===== src/rtl/spi_burst_ram_slave_if.sv =====
// ----------------------------------------------------------------------------
// spi_burst_ram_slave_if
// Serial pad-side bundle of the SPI burst RAM slave.
//   SS_n : slave select, active low (master -> slave)
//   MOSI : serial data into the slave, MSB first (master -> slave)
//   MISO : serial data out of the slave, MSB first (slave -> master)
//   busy : frame-in-progress flag (slave -> master)
// ----------------------------------------------------------------------------
interface spi_burst_ram_slave_if;
    logic SS_n;
    logic MOSI;
    logic MISO;
    logic busy;

    modport slave (
        input  SS_n,
        input  MOSI,
        output MISO,
        output busy
    );

    modport master (
        output SS_n,
        output MOSI,
        input  MISO,
        input  busy
    );
endinterface


===== src/rtl/spi_burst_ram_slave.sv =====
// ----------------------------------------------------------------------------
// spi_burst_ram_slave
// SPI-slave front end to a 2^ADDR_WIDTH x DATA_WIDTH memory, all on clk.
// Frame: 2 opcode bits (00 write, 01 read, 1x ignored), ADDR_WIDTH address
// bits, then burst data with address auto-increment (wrapping).
// Ports:
//   clk  : system clock, everything sampled on the rising edge
//   rst  : asynchronous active-high reset
//   bus  : slave modport carrying SS_n, MOSI (in) and MISO, busy (out);
//          MISO and busy come straight from flops
// ----------------------------------------------------------------------------
module spi_burst_ram_slave #(
    parameter int ADDR_WIDTH = 8,
    parameter int DATA_WIDTH = 8
) (
    input  logic                  clk,
    input  logic                  rst,
    spi_burst_ram_slave_if.slave  bus
);
    localparam int CNT_MAX = (ADDR_WIDTH > DATA_WIDTH) ? ADDR_WIDTH : DATA_WIDTH;
    localparam int CW      = $clog2(CNT_MAX) + 1;
    localparam logic [CW-1:0]         A_LAST   = CW'(ADDR_WIDTH - 1);
    localparam logic [CW-1:0]         D_LAST   = CW'(DATA_WIDTH - 1);
    localparam logic [CW-1:0]         CNT_ONE  = CW'(1);
    localparam logic [CW-1:0]         CNT_ZERO = CW'(0);
    localparam logic [ADDR_WIDTH-1:0] PTR_ONE  = ADDR_WIDTH'(1);
    localparam logic [ADDR_WIDTH-1:0] PTR_ZERO = ADDR_WIDTH'(0);
    localparam logic [DATA_WIDTH-1:0] DAT_ZERO = DATA_WIDTH'(0);

    typedef enum logic [2:0] {
        S_IDLE   = 3'd0,
        S_OPC    = 3'd1,
        S_ADDR   = 3'd2,
        S_WDATA  = 3'd3,
        S_RDUMMY = 3'd4,
        S_RDATA  = 3'd5,
        S_IGNORE = 3'd6
    } state_t;

    state_t                  state_q, state_d;
    logic [ADDR_WIDTH-1:0]   ptr_q, ptr_d;
    logic [CW-1:0]           bcnt_q, bcnt_d;
    logic [DATA_WIDTH-1:0]   wsr_q, wsr_d;
    logic [DATA_WIDTH-1:0]   rsr_q, rsr_d;
    logic                    op_hi_q, op_hi_d;
    logic                    is_read_q, is_read_d;
    logic                    miso_q, miso_d;
    logic                    busy_q, busy_d;
    logic                    we_s;

    // Storage deliberately has no reset so contents survive rst and frames.
    logic [DATA_WIDTH-1:0]   mem_q [0:(1 << ADDR_WIDTH) - 1];

    assign bus.MISO = miso_q;
    assign bus.busy = busy_q;

    // State, pointer, counters, shift registers and output flops.
    always_ff @(posedge clk or posedge rst) begin
        if (rst) begin
            state_q   <= S_IDLE;
            ptr_q     <= PTR_ZERO;
            bcnt_q    <= CNT_ZERO;
            wsr_q     <= DAT_ZERO;
            rsr_q     <= DAT_ZERO;
            op_hi_q   <= 1'b0;
            is_read_q <= 1'b0;
            miso_q    <= 1'b0;
            busy_q    <= 1'b0;
        end else begin
            state_q   <= state_d;
            ptr_q     <= ptr_d;
            bcnt_q    <= bcnt_d;
            wsr_q     <= wsr_d;
            rsr_q     <= rsr_d;
            op_hi_q   <= op_hi_d;
            is_read_q <= is_read_d;
            miso_q    <= miso_d;
            busy_q    <= busy_d;
        end
    end

    // Memory write port; state is held in IDLE during rst so we_s stays low.
    always_ff @(posedge clk) begin
        if (we_s) begin
            mem_q[ptr_q] <= wsr_d;
        end else begin
            mem_q[ptr_q] <= mem_q[ptr_q];
        end
    end

    // Frame decoder: next state, datapath updates and next output values.
    always_comb begin
        state_d   = state_q;
        ptr_d     = ptr_q;
        bcnt_d    = bcnt_q;
        wsr_d     = wsr_q;
        rsr_d     = rsr_q;
        op_hi_d   = op_hi_q;
        is_read_d = is_read_q;
        we_s      = 1'b0;

        if ((state_q != S_IDLE) && bus.SS_n) begin
            // Deselect mid-frame: drop partial words and the pointer.
            state_d = S_IDLE;
            ptr_d   = PTR_ZERO;
            bcnt_d  = CNT_ZERO;
            wsr_d   = DAT_ZERO;
            rsr_d   = DAT_ZERO;
        end else begin
            case (state_q)
                S_IDLE: begin
                    if (!bus.SS_n) begin
                        op_hi_d = bus.MOSI;
                        state_d = S_OPC;
                    end else begin
                        state_d = S_IDLE;
                    end
                end
                S_OPC: begin
                    if (op_hi_q) begin
                        state_d = S_IGNORE;
                    end else begin
                        is_read_d = bus.MOSI;
                        bcnt_d    = CNT_ZERO;
                        state_d   = S_ADDR;
                    end
                end
                S_ADDR: begin
                    ptr_d    = ptr_q << 1;
                    ptr_d[0] = bus.MOSI;
                    if (bcnt_q == A_LAST) begin
                        bcnt_d  = CNT_ZERO;
                        state_d = is_read_q ? S_RDUMMY : S_WDATA;
                    end else begin
                        bcnt_d  = bcnt_q + CNT_ONE;
                    end
                end
                S_WDATA: begin
                    wsr_d    = wsr_q << 1;
                    wsr_d[0] = bus.MOSI;
                    if (bcnt_q == D_LAST) begin
                        we_s   = 1'b1;
                        ptr_d  = ptr_q + PTR_ONE;
                        bcnt_d = CNT_ZERO;
                    end else begin
                        bcnt_d = bcnt_q + CNT_ONE;
                    end
                end
                S_RDUMMY: begin
                    rsr_d   = mem_q[ptr_q];
                    ptr_d   = ptr_q + PTR_ONE;
                    bcnt_d  = CNT_ZERO;
                    state_d = S_RDATA;
                end
                S_RDATA: begin
                    // bcnt counts bits already presented; reload right after bit 0.
                    if (bcnt_q == D_LAST) begin
                        rsr_d  = mem_q[ptr_q];
                        ptr_d  = ptr_q + PTR_ONE;
                        bcnt_d = CNT_ZERO;
                    end else begin
                        rsr_d  = rsr_q << 1;
                        bcnt_d = bcnt_q + CNT_ONE;
                    end
                end
                S_IGNORE: begin
                    state_d = S_IGNORE;
                end
                default: begin
                    state_d = S_IDLE;
                end
            endcase
        end

        // Outputs are computed from next state so they are flop outputs.
        miso_d = (state_d == S_RDATA) ? rsr_d[DATA_WIDTH-1] : 1'b0;
        busy_d = (state_d != S_IDLE);
    end
endmodule

===== src/flat_wrapper.sv =====
// flat-port wrapper written by rule: the top's interface ports become plain ports
module spi_burst_ram_slave_flat 
#(
    parameter int ADDR_WIDTH = 8,
    parameter int DATA_WIDTH = 8
)
  (clk, rst, bus_SS_n, bus_MOSI, bus_MISO, bus_busy);
  spi_burst_ram_slave_if bus_i ();
  input  logic clk;
  input  logic rst;
  input wire logic [$bits(bus_i.SS_n)-1:0] bus_SS_n;
  input wire logic [$bits(bus_i.MOSI)-1:0] bus_MOSI;
  output wire logic [$bits(bus_i.MISO)-1:0] bus_MISO;
  output wire logic [$bits(bus_i.busy)-1:0] bus_busy;
  assign bus_i.SS_n = bus_SS_n;
  assign bus_i.MOSI = bus_MOSI;
  assign bus_MISO = bus_i.MISO;
  assign bus_busy = bus_i.busy;
  spi_burst_ram_slave #(.ADDR_WIDTH(ADDR_WIDTH), .DATA_WIDTH(DATA_WIDTH)) u_core (.clk(clk), .rst(rst), .bus(bus_i));
endmodule

===== config.mk =====
export PLATFORM = sky130hd
export DESIGN_NAME = spi_burst_ram_slave_flat
export DESIGN_NICKNAME = d
export VERILOG_FILES = /design/src/rtl/spi_burst_ram_slave_if.sv /design/src/rtl/spi_burst_ram_slave.sv /design/src/flat_wrapper.sv
export SDC_FILE = /design/constraint.sdc
export NUM_CORES = 2
export LEC_CHECK = 0
export CORE_UTILIZATION = 45
export CTS_BUF_LIST = sky130_fd_sc_hd__clkbuf_4 sky130_fd_sc_hd__clkbuf_8
export DETAILED_ROUTE_END_ITERATION = 7
export GPL_TIMING_DRIVEN = 1
export PLACE_DENSITY = 0.66
export SYNTH_ARGS = -nofsm -noshare
export SYNTH_HDL_FRONTEND = slang
export SYNTH_SLANG_ARGS = --single-unit
export TNS_END_PERCENT = 100

===== constraint.sdc =====
create_clock -name clk -period 14.6 [get_ports clk]
set_input_delay 4.38 -clock clk [delete_from_list [all_inputs] [get_ports clk]]
set_output_delay 4.38 -clock clk [all_outputs]
set_load 0.03 [all_outputs]

==> results.cfg <==
[sta]
clock.fmax_ghz = 0.130
drv_slew = 0
fin_crit_ns = 7.71
grt_setup_unrepaired = false
relSlewSlack = 0.104
tightest_slew_ns = 1.34
skew_ns = 0.0999
setup_ws_ns = 6.89
hold_viol = 0
period_share = 0.528
tns_ns = 0
setup_viol = 0

[clock_tree]
cts_tree = yes
hold_buffers = 0
htreeDepth = 5
clock_latency_ns = 1.05
clockBufferDepth = 4
cts_resized = 0
cts_setup_buffers = 0
clk_pin_slew_ns = 0.06
cts_root_buf = clkbuf_8
cts_buffers = 339
cts.sinks = 2081

[route]
wl_per_cell_um = 30.1
first_iter_violations = 5379
wl_um = 203000
drc = 0
vias_per_cell = 6.07
drt_pass1_iterations = 6
vias = 40900
antenna_left = 0

[layout]
stdcell_count = 6737
final_cell_mix = edfxtp_1, mux4_2, clkbuf_8
drive_gt1_frac = 0.253
final_common_cell = edfxtp_1
fill_cells = 14100
final_core_util = 0.504
fin_nets = 4159
area_delta_synth_final_pct = 10.9

[pwr]
ir_worst_vdd_v = 0.000447
p_per_area_mw_per_mm2 = 253
power.total_w = 0.0228
leakagePower_nw = 27.9

[floorplan]
design.core.area_mm2 = 0.179
die_w_um = 427
die_y_um = 427
row_count = 155
start_util = 0.455
io_pins = 6
die_area_mm2 = 0.183

[worst_setup_path]
critPathArrivalTime_ns = 8.33
cp-start-kind = input pin
r2r.worst_path.cells = 13
endpoint_kind = flip-flop
r2r_slack_ns = 7.05
critPathMaxFanout = 92
r2r-start = u_core.ptr_q[1]
crit_end = u_core.mem_q[126][5]
startpoint = bus_SS_n
cp.required_ns = 15.22
timing.rr.end = u_core.mem_q[126][5]
critPathKind = input pin to flip-flop

[logic_synthesis]
syn_avg_cell_area_um2 = 20.5
yosysUniqueCellTypes = 62
synth_cells = 3963
syn_nets = 3972
synth.top_cell.area_share = 0.755
ys_seq_elements = 2081
synth-edff-count = 2048
synth_top_area_cell = edfxtp_1
synth_flop_cell = edfxtp_1
synthTopCellsByArea = edfxtp_1, mux4_2, mux2i_1
synth_area_mm2 = 0.0814
ys_seq_area_frac = 0.765
async_reset_ff_frac = 0.0159
ys.warnings.count = 0

[placement]
hpwl_um = 118000
dp_cells = 6164
io_buffers = 5
routabilityCongestion = 0.847
dp_slack_ns = 5.99

[global_routing]
use_met3 = 0.0516
met1_usage = 0.309
grt_first_pass_wirelength_um = 291000
globalRouteMet2Util = 0.346
grt_usage = 0.223
busiest_layer = met2
grt_pass1_vias = 40800
antenna_found_initial = 3
grt_max_degree = 162
grt.overflow.total = 0

[run_status]
status = finished clean

[run]
drv_cap = 0

[hold_path]
min_delay_path_depth = 2
hp-class = flip-flop to flip-flop
## cell type report
type                       instances  area, um2  area share
inverter                           8       35.0    0.000388
clock buffer                     458       5620      0.0623
multi-input combinational       1630      18000       0.199
sequential                      2081      62300       0.691
clock inverter                   113        596     0.00660
tap                             2355       2950      0.0326
timing repair buffer              90        751     0.00832
antenna                            2       5.00   0.0000554
## kinds of logic after synthesis
family,Yosys count,share of synthesized area
AO/OA/AOI/OAI,316,0.0272
adder cells (fa/ha/maj),5,0.000768
buffers and inverters,252,0.0160
flip-flops,2081,0.765
multiplexers,695,0.158
AND/OR/NAND/NOR,614,0.0324
## cell usage after synthesis, types with 6 or more instances
library cell / count
edfxtp_1: 2048
mux4_2: 473
nor2_1: 303
mux2i_1: 213
nand2_1: 143
clkbuf_1: 131
a22oi_1: 108
nand3_1: 74
buf_2: 45
a21oi_1: 39
o21ai_0: 35
dfrtp_1: 33
buf_4: 30
o22ai_1: 26
buf_6: 23
a31oi_1: 20
nor3_1: 17
a32oi_1: 15
buf_1: 14
nand4_1: 12
nor2b_1: 11
a221oi_1: 10
and3_1: 10
and2_1: 9
mux2_2: 9
a41oi_1: 8
nand2b_1: 8
nand3b_1: 8
a211oi_1: 7
a22o_1: 7
o31ai_1: 7
inv_1: 6
o211ai_1: 6
## state kept, by name, indices dropped and copies added, names as in the netlist
name              cells
u_core.mem_q       2048
u_core.ptr_q          8
u_core.rsr_q          7
u_core.wsr_q          7
u_core.bcnt_q         4
u_core.state_q        3
u_core.bus.MISO       1
u_core.bus.busy       1
u_core.is_read_q      1
u_core.op_hi_q        1
## through the flow
stage | instance area [um2] | hold WS (ns)
final | 90300 | 0.517
after CTS | 90300 | 0.516
after global routing | 90300 | 0.549
after global placement | 84000 | 0.470
after detailed placement | 84000 | 0.497
after floorplan | 81400 | 0.451
## critical path, stage by stage
cell	delay, ns
clkdlybuf4s50_1	0.70
o31a_1	0.42
a21oi_1	0.27
a21o_4	0.66
buf_4	0.85
buf_4	0.85
## where the power goes
group / switching [W] / internal (W) / leakage (nW)
Combinational: 0.00574 / 0.00178 / 5.68
Clock: 0.00222 / 0.00255 / 3.31
Sequential: 0.000145 / 0.0104 / 18.9
Total: 0.00811 / 0.0147 / 27.9
## worst min-delay path by stage
stage / start / endpoint / slack, ns
after CTS: u_core.rsr_q[4] / u_core.rsr_q[5] / 0.52
final: u_core.rsr_q[0] / u_core.rsr_q[0] / 0.52
after global routing: u_core.rsr_q[0] / u_core.rsr_q[0] / 0.55
after detailed placement: u_core.rsr_q[5] / u_core.rsr_q[6] / 0.50
after floorplan: u_core.rsr_q[0] / u_core.rsr_q[0] / 0.45
after global placement: u_core.rsr_q[0] / u_core.rsr_q[0] / 0.47
## routing by layer
metal  vias to the layer above  part of all wire
met1                     21600              0.40
met2                      2095              0.47
li1                      16800                 -
met3                       383             0.090
met4                         4             0.033
met5                         -          0.000074
No activity file was read; power rests on OpenSTA's default activity.
